File: src/rtl/audio_playback_fifo.sv
// Playback sample buffer between the RAM record/play sequencer and the codec.
// RAM read words are queued in a circular buffer. The buffer primes to a fill
// level and then releases one sample per codec tick. It drives audio_rdy as
// flow control back to the sequencer, and it counts underruns and flags
// overflow.
module audio_playback_fifo #(
    parameter int DATA_W       = 16,
    parameter int DEPTH        = 16,
    parameter int PRIME_LEVEL  = 8,
    parameter int AFULL_MARGIN = 2
) (
    input  logic                     clk,
    input  logic                     reset,
    input  logic                     enable,
    input  logic [DATA_W-1:0]        ram_data,
    input  logic                     ram_valid,
    input  logic                     sample_tick,
    output logic                     audio_rdy,
    output logic [DATA_W-1:0]        sample_out,
    output logic                     sample_valid,
    output logic [$clog2(DEPTH):0]   level,
    output logic [7:0]               underrun_cnt,
    output logic                     overflow
);

    localparam int PTR_W = $clog2(DEPTH);
    localparam int CNT_W = PTR_W + 1;
    localparam logic [CNT_W-1:0] CNT_ONE   = CNT_W'(1);
    localparam logic [CNT_W-1:0] CNT_FULL  = CNT_W'(DEPTH);
    localparam logic [CNT_W-1:0] CNT_PRIME = CNT_W'(PRIME_LEVEL);
    // Highest fill count at which another RAM read may still be requested;
    // the remaining AFULL_MARGIN slots absorb reads already in flight.
    localparam logic [CNT_W-1:0] CNT_RDY   = CNT_W'(DEPTH - 1 - AFULL_MARGIN);

    typedef enum logic [1:0] {
        ST_IDLE  = 2'd0,
        ST_PRIME = 2'd1,
        ST_PLAY  = 2'd2
    } state_t;

    state_t              state_q, state_d;
    logic [PTR_W-1:0]    wptr_q, wptr_d;
    logic [PTR_W-1:0]    rptr_q, rptr_d;
    logic [CNT_W-1:0]    count_q, count_d;
    logic [DATA_W-1:0]   sample_q, sample_d;
    logic                valid_q, valid_d;
    logic [7:0]          urun_q, urun_d;
    logic                ovf_q, ovf_d;
    logic                rdy_q, rdy_d;
    logic                push_s;
    logic                pop_s;
    logic [DATA_W-1:0]   mem_q [DEPTH];

    // Next-state decode: FSM, push/pop acceptance, pointer and count updates.
    always_comb begin
        state_d  = state_q;
        wptr_d   = wptr_q;
        rptr_d   = rptr_q;
        count_d  = count_q;
        sample_d = sample_q;
        valid_d  = sample_tick;
        urun_d   = urun_q;
        ovf_d    = ovf_q;
        push_s   = 1'b0;
        pop_s    = 1'b0;

        case (state_q)
            ST_IDLE: begin
                if (enable) begin
                    state_d = ST_PRIME;
                end else begin
                    state_d = ST_IDLE;
                end
                if (sample_tick) begin
                    sample_d = {DATA_W{1'b0}};
                end else begin
                    sample_d = sample_q;
                end
            end
            ST_PRIME: begin
                if (count_q >= CNT_PRIME) begin
                    state_d = ST_PLAY;
                end else begin
                    state_d = ST_PRIME;
                end
                if (sample_tick) begin
                    sample_d = {DATA_W{1'b0}};
                end else begin
                    sample_d = sample_q;
                end
            end
            ST_PLAY: begin
                if (sample_tick && (count_q != {CNT_W{1'b0}})) begin
                    pop_s    = 1'b1;
                    sample_d = mem_q[rptr_q];
                end else if (sample_tick) begin
                    // Underrun: hold the last sample and re-prime.
                    state_d = ST_PRIME;
                    if (urun_q != 8'hFF) begin
                        urun_d = urun_q + 8'd1;
                    end else begin
                        urun_d = urun_q;
                    end
                end else begin
                    state_d = ST_PLAY;
                end
            end
            default: begin
                state_d = ST_IDLE;
            end
        endcase

        // Pushes are taken in PRIME and PLAY; a push into a full buffer is lost.
        if ((state_q != ST_IDLE) && ram_valid) begin
            if (count_q == CNT_FULL) begin
                ovf_d = 1'b1;
            end else begin
                push_s = 1'b1;
            end
        end else begin
            push_s = 1'b0;
        end

        if (push_s) begin
            wptr_d = wptr_q + {{(PTR_W-1){1'b0}}, 1'b1};
        end else begin
            wptr_d = wptr_q;
        end
        if (pop_s) begin
            rptr_d = rptr_q + {{(PTR_W-1){1'b0}}, 1'b1};
        end else begin
            rptr_d = rptr_q;
        end
        if (push_s && !pop_s) begin
            count_d = count_q + CNT_ONE;
        end else if (pop_s && !push_s) begin
            count_d = count_q - CNT_ONE;
        end else begin
            count_d = count_q;
        end

        // Leaving play mode flushes the buffer but keeps sample/status outputs.
        if (!enable) begin
            state_d = ST_IDLE;
            wptr_d  = {PTR_W{1'b0}};
            rptr_d  = {PTR_W{1'b0}};
            count_d = {CNT_W{1'b0}};
            push_s  = 1'b0;
        end else begin
            push_s  = push_s;
        end

        // Same value as decoding the registered state/count, but held in a flop.
        rdy_d = (state_d != ST_IDLE) && (count_d <= CNT_RDY);
    end

    // Control and output registers with asynchronous active-low reset.
    always_ff @(posedge clk or negedge reset) begin
        if (!reset) begin
            state_q  <= ST_IDLE;
            wptr_q   <= {PTR_W{1'b0}};
            rptr_q   <= {PTR_W{1'b0}};
            count_q  <= {CNT_W{1'b0}};
            sample_q <= {DATA_W{1'b0}};
            valid_q  <= 1'b0;
            urun_q   <= 8'd0;
            ovf_q    <= 1'b0;
            rdy_q    <= 1'b0;
        end else begin
            state_q  <= state_d;
            wptr_q   <= wptr_d;
            rptr_q   <= rptr_d;
            count_q  <= count_d;
            sample_q <= sample_d;
            valid_q  <= valid_d;
            urun_q   <= urun_d;
            ovf_q    <= ovf_d;
            rdy_q    <= rdy_d;
        end
    end

    // Sample storage; contents are only meaningful between the pointers.
    always_ff @(posedge clk) begin
        if (push_s) begin
            mem_q[wptr_q] <= ram_data;
        end
    end

    assign audio_rdy    = rdy_q;
    assign sample_out   = sample_q;
    assign sample_valid = valid_q;
    assign level        = count_q;
    assign underrun_cnt = urun_q;
    assign overflow     = ovf_q;

endmodule

File: config.mk
export PLATFORM = sky130hd
export DESIGN_NAME = audio_playback_fifo
export DESIGN_NICKNAME = d
export VERILOG_FILES = /design/src/rtl/audio_playback_fifo.sv
export SDC_FILE = /design/constraint.sdc
export NUM_CORES = 1
export LEC_CHECK = 0
export ABC_AREA = 1
export CORE_ASPECT_RATIO = 0.75
export CORE_MARGIN = 2
export CORE_UTILIZATION = 65
export DETAILED_ROUTE_END_ITERATION = 7
export PLACE_DENSITY = 0.85
export SLEW_MARGIN = 20
export SYNTH_ARGS = -nofsm -noshare
export SYNTH_HDL_FRONTEND = slang
export SYNTH_SLANG_ARGS = --single-unit
File: constraint.sdc
create_clock -name clk -period 8.2 [get_ports clk]
set_input_delay 1.64 -clock clk [delete_from_list [all_inputs] [get_ports clk]]
set_output_delay 1.64 -clock clk [all_outputs]
set_load 0.05 [all_outputs]
==> results.json <==
{
  "final-setup-viol-count": 0,
  "root_buffer": "clkbuf_16",
  "synth.largest_area_cell": "edfxtp_1",
  "antenna_left": 0,
  "syn_inst": 1028,
  "fin_crit_ps": 4000,
  "crit_fanout": 16,
  "fp-row-count": 43,
  "finClkSkew_ps": 10.3,
  "cpMaxStageDelayCell": "clkdlybuf4s50_1",
  "gr-usage-all-layers_pct": 30.5,
  "area_growth_pct": 13.7,
  "p_seq_share_pct": 52.9,
  "arrival_ps": 4160,
  "synth_edf_count": 256,
  "tightest_slew_ps": 1020,
  "fin_util_pct": 75.4,
  "maxCapViolCount": 0,
  "synth.most_common_cell": "edfxtp_1",
  "hold_violations": 0,
  "clock.fmax_mhz": 250,
  "worstSetupStartpointType": "input pin",
  "synth_nets": 1058,
  "peakVddDrop_v": 0.000184,
  "critPathKind": "in2reg",
  "io_buffers": 52,
  "grt_pass1_wl_mm": 45.1,
  "clkLatencyLatePin_ps": 530,
  "worstPathCellList": "clkdlybuf4s50_1 > clkinv_1 > nor2_4 > inv_1 > nor3_4",
  "layout-drive-gt1-share_pct": 9.22,
  "p_per_area_nw_per_um2": 228,
  "cts_buffers": 27,
  "synth_top_cells_by_count": "edfxtp_1, nand2_1, nand3_1, o21ai_0, nor2_1",
  "leakagePower_nw": 5.14,
  "cp_num_buf_inv": 3,
  "routed_wl_mm": 29.5,
  "end_kind": "flop",
  "antenna_cells": 0,
  "outcome": "finished, final reports clean",
  "relSlewSlack_pct": 32.2,
  "clock_power_share_pct": 41.2,
  "dp.cells": 1284,
  "cts_tree": "done",
  "switching_power_uw": 696,
  "dr.pass1.iters": 6,
  "hp-class": "reg2reg",
  "path_clk_slew_ps": 70,
  "ys_seq_area_share_pct": 71.4,
  "num_io_pins": 53,
  "synth_area_per_cell_um2": 11.9,
  "synth_area_leaders": "edfxtp_1, dfrtp_1, nand2_1",
  "cts.repair.resized": 0,
  "place.gp.congestion": 0.895,
  "layout.cells.non_filler": 1332,
  "drtIter0Drc": 1255,
  "power_frac_comb_pct": 5.9,
  "ys_types": 41,
  "grt_max_degree": 100,
  "grt-ovfl-total": 0,
  "nets": 1096,
  "intPower_mw": 2.47,
  "routed-via-count": 8345,
  "syn-cell-area_um2": 12200,
  "ys_async_sr_fraction_pct": 14.1,
  "htree_levels": 1,
  "die_w_um": 162,
  "fillCellCount": 1117,
  "dp_hpwl_mm": 17.6,
  "place_ws_ps": 3460,
  "swShare_pct": 21.9,
  "critPathMaxStageDelay_ps": 740,
  "post-route-drc-count": 0,
  "synth-seq-cells": 298,
  "die_h_um": 123,
  "critPathTopFamily": "buffers and inverters",
  "slew_violations": 0,
  "start_util_pct": 66.3,
  "core_region_area_um2": 18500,
  "cts_setup_buffers": 0,
  "p_total_mw": 3.17,
  "clockBufferDepth": 3,
  "die_area_um2": 20000,
  "vias_per_cell": 6.27,
  "fin_ws_ps": 4200,
  "antenna_found_initial": 0,
  "cts.sinks": 298,
  "fin_crit_sh_pct": 48.8,
  "yosysWarnings": 0,
  "ys.flop_type": "edfxtp_1",
  "grt_pass1_vias": 7990,
  "wl_per_cell_um": 22.1,
  "cp.required_ps": 8360,
  "cts_hold_buf": 0,
  "rsz0062_at_grt": "false",
  "synth_top_area_share_pct": 62.8,
  "tns_ps": 0
}
state kept, by name, summed over array words and instances, names as in the netlist:
signal        count
wptr_q            4
sample_valid      1
overflow          1
sample_out       16
level             5
mem_q           256
state_q           2
audio_rdy         1
rptr_q            4
underrun_cnt      8
worst paths after layout:
path                                        from  slack (ps)                     endpoint  cells past startpoint
max                                       enable        4200        mem_q[6][0]$_DFFE_PP_                      5
min                         overflow$_DFFE_PN0P_         480         overflow$_DFFE_PN0P_                      2
max reg2reg                rptr_q[0]$_DFFE_PN0P_        4950    sample_out[7]$_DFFE_PN0P_                      8
min reg2reg                 overflow$_DFFE_PN0P_         480         overflow$_DFFE_PN0P_                      2
max in group asynchronous                  reset        6650        rptr_q[0]$_DFFE_PN0P_                      1
min in group asynchronous                  reset        1100  underrun_cnt[2]$_DFFE_PN0P_                      1
routing by layer:
metal  GRT usage [%]  vias to the layer above  share of wire (%)  wire (um)
met5               0                        -                  0          0
met4            10.4                        0                3.4        989
met3            7.47                       75                 13       3770
met2            47.7                      575                 47      13800
met1            42.8                     3979                 37      10900
li1                -                     3716                  -          -
tightest hold or removal path: stages, from the launching register on:
cell,delay (ps)
dfrtp_1,350
inv_1,50
o31ai_1,50
layout make-up:
class | count | area [um2] | area share (%)
sequential | 298 | 8740 | 62.8
multi-input combinational | 628 | 3150 | 22.7
clock buffer | 27 | 676 | 4.86
timing repair buffer | 65 | 616 | 4.42
tap | 247 | 309 | 2.22
clock inverter | 21 | 236 | 1.70
inverter | 46 | 181 | 1.30
kinds of logic after synthesis:
group | count (synthesis) | share of synthesized area (%)
and+or+nand+nor | 474 | 17.4
muxes | 1 | 0.0920
DFF | 298 | 71.4
xor gates and xnor gates | 7 | 0.501
adders and majority gates | 9 | 0.920
AOI/OAI and AO/OA | 137 | 6.04
buffers and inverters | 102 | 3.64
per-stage QoR:
| step | hold slack, ps | area [um2] |
|---|---|---|
| 2_1_floorplan | 527 | 12200 |
| 6_report | 480 | 13900 |
| 3_3_place_gp | 454 | 13000 |
| 3_5_place_dp | 465 | 13000 |
| 5_1_grt | 511 | 13900 |
| 4_1_cts | 482 | 13900 |
power by group through the flow:
stage          combinational (mW)  clock, mW  sequential [mW]
6_report                    0.187       1.30             1.68
3_3_place_gp                0.177          0             1.71
2_1_floorplan              0.0739          0             1.74
4_1_cts                     0.184       1.31             1.68
3_5_place_dp                0.183          0             1.71
5_1_grt                     0.199       1.37             1.68
placed cells by master, fill, tap and decap left out, drive strengths merged:
| cell | count |
|---|---|
| edfxtp | 256 |
| nand2 | 224 |
| nand3 | 155 |
| o21ai | 76 |
| nor2 | 71 |
| clkdlybuf4s50 | 51 |
| inv | 44 |
| dfrtp | 42 |
| a21oi | 30 |
| o22ai | 28 |
| clkbuf | 27 |
| nor3 | 18 |
| clkinv | 17 |
| buf | 14 |
| ha | 9 |
| xor2 | 6 |
| bufinv | 5 |
| nand4 | 3 |
| nand3b | 2 |
| nor3b | 1 |
| mux2 | 1 |
| xnor2 | 1 |
| o21a | 1 |
| a211oi | 1 |
| o31ai | 1 |
| clkinvlp | 1 |
(Power assumes the default switching activity.)
==> edit, RTL diff (same settings) <==
Set the parameter `DATA_W` to 14 (it was 16).
--- a/src/rtl/audio_playback_fifo.sv
+++ b/src/rtl/audio_playback_fifo.sv
@@ -6,3 +6,3 @@
 module audio_playback_fifo #(
-    parameter int DATA_W       = 16,
+    parameter int DATA_W       = 14,
     parameter int DEPTH        = 16,
Interface: changed (resized ram_data and sample_out); port bits go from 53 to 49. The function was not compared with the original's and may differ.
==> edit against the original RTL <==
Total power fell by 12%. Worst setup slack lost 0.34 ns. Wire length decreased by 12%. Sequential share of layout area down 0.18 points. Area after synthesis fell by 11%. Final area shrank 11%. Sequential cell count fell by 34. Critical endpoint is now mem_q[5][12]. Sequential power fell by 11%.
==> edit: results (changes against the original RTL) <==
run_status:
  status: "completed"
logic_synthesis:
  ys_top_cells_by_area: "edfxtp_1 (62%), dfrtp_1 (9.2%), nand2_1 (7.0%)"
  synth_cell_type_count: 37  # -9.8%
  ys_seq_area_share_pct: 71.28  # -0.11 points
  synth_nets: 952  # -10%
  synth_xor_xnor_area_share_pct: 0.5656  # +0.065 points
  syn_inst: 924  # -10%
  muxShareOfSynthArea_pct: 0.1039  # +0.012 points
  synth_fa_ha_area_share_pct: 1.039  # +0.12 points
  synth-async-reset-ratio_pct: 15.15  # +1.1 points
  netlist_top_cells_count: "edfxtp_1 (224), nand2_1 (201), nand3_1 (143)"
  synth_edf_count: 224  # -13%
  synth_compound_area_share_pct: 5.263  # -0.78 points
setup_path:
  r2r_end: "sample_out[9]"
  max_stage_delay_ns: 0.94  # +0.20 ns
  rr_worst_depth: 9  # +1
  worst-path-max-fanout: 14  # -2
  reg2reg_from: "rptr_q[1]"
  worst_path_max_delay_cell: "nor3_2"
  crit_path_end: "mem_q[5][12]"
  ff2ff_setup_slack_ns: 4.88  # -0.07 ns
cells_and_area:
  nNonClkBuffers: 56  # -14%
  clkbuf_count: 36  # +33%
  num-multi-input-gates: 573  # -8.8%
  largest_reg_flops: 224  # -13%
  bufAreaShareNonClock_pct: 4.340  # -0.085 points
  nonClockInverterCount: 37  # -20%
  final_nets: 984  # -10%
  regArea_sq_um: 7732  # -12%
  drive_gt1_share_pct: 8.222  # -0.99 points
  final-clk-cell-share_pct: 6.591  # +0.035 points
  fillers: 994  # -11%
power:
  p_leak_nw: 4.576  # -11%
detailed_routing:
  vias: 7506  # -10%
  dr.pass1.iters: 5  # -1
  drt_iter0_drc: 841  # -33%
  wl_um: 25990  # -12%
  viasPerCell: 6.345  # +1.3%
global_route:
  first_global_vias: 7348  # -8.0%
  grt_first_pass_wirelength_um: 39880  # -11%
  grt_util_all_layers_pct: 29.65  # -0.80 points
  grt_max_degree: 85  # -15%
placed_design:
  io_buffers: 48  # -7.7%
  post-dp-hpwl_um: 15710  # -11%
  dp.cells: 1140  # -11%
  gp_congestion: 0.8724  # -2.6%
timing:
  clock_skew_ns: 0.008775  # -0.001569 ns
cts:
  numCtsBuffers: 24  # -11%
worst_hold_path:
  holdCritPathClass: "register to register"
==> edit: through the flow <==
stage	setup WS (ns)	total power (W)	hold slack, ns	area [sq um]	utilization, %
6_report	3.861	0.002805	0.4748	12340	76.33
5_1_grt	3.698	0.002874	0.5028	12340	76.33
4_1_cts	4.031	0.002810	0.4836	12290	76.01
3_5_place_dp	3.419	0.001686	0.4652	11470	70.98
3_3_place_gp	3.587	0.001681	0.4541	11470	70.98
2_1_floorplan	4.514	0.001610	0.4824	10840	-
==> edit: layer usage <==
| metal | vias up | part of all wire (%) | global-route usage [%] |
|---|---|---|---|
| li1 | 3329 | - | - |
| met1 | 3633 | 38 | 39.88 |
| met2 | 451 | 47 | 47.47 |
| met3 | 93 | 11 | 7.629 |
| met4 | 0 | 3.9 | 11.91 |
| met5 | - | 0 | 0 |
==> edit: report_power, final <==
part           total, W  leakage [nW]  internal (W)  switching [W]
Clock           0.00114         0.396      0.000676       0.000466
Sequential      0.00149          2.55       0.00147      0.0000160
Combinational  0.000175          1.63     0.0000504       0.000125
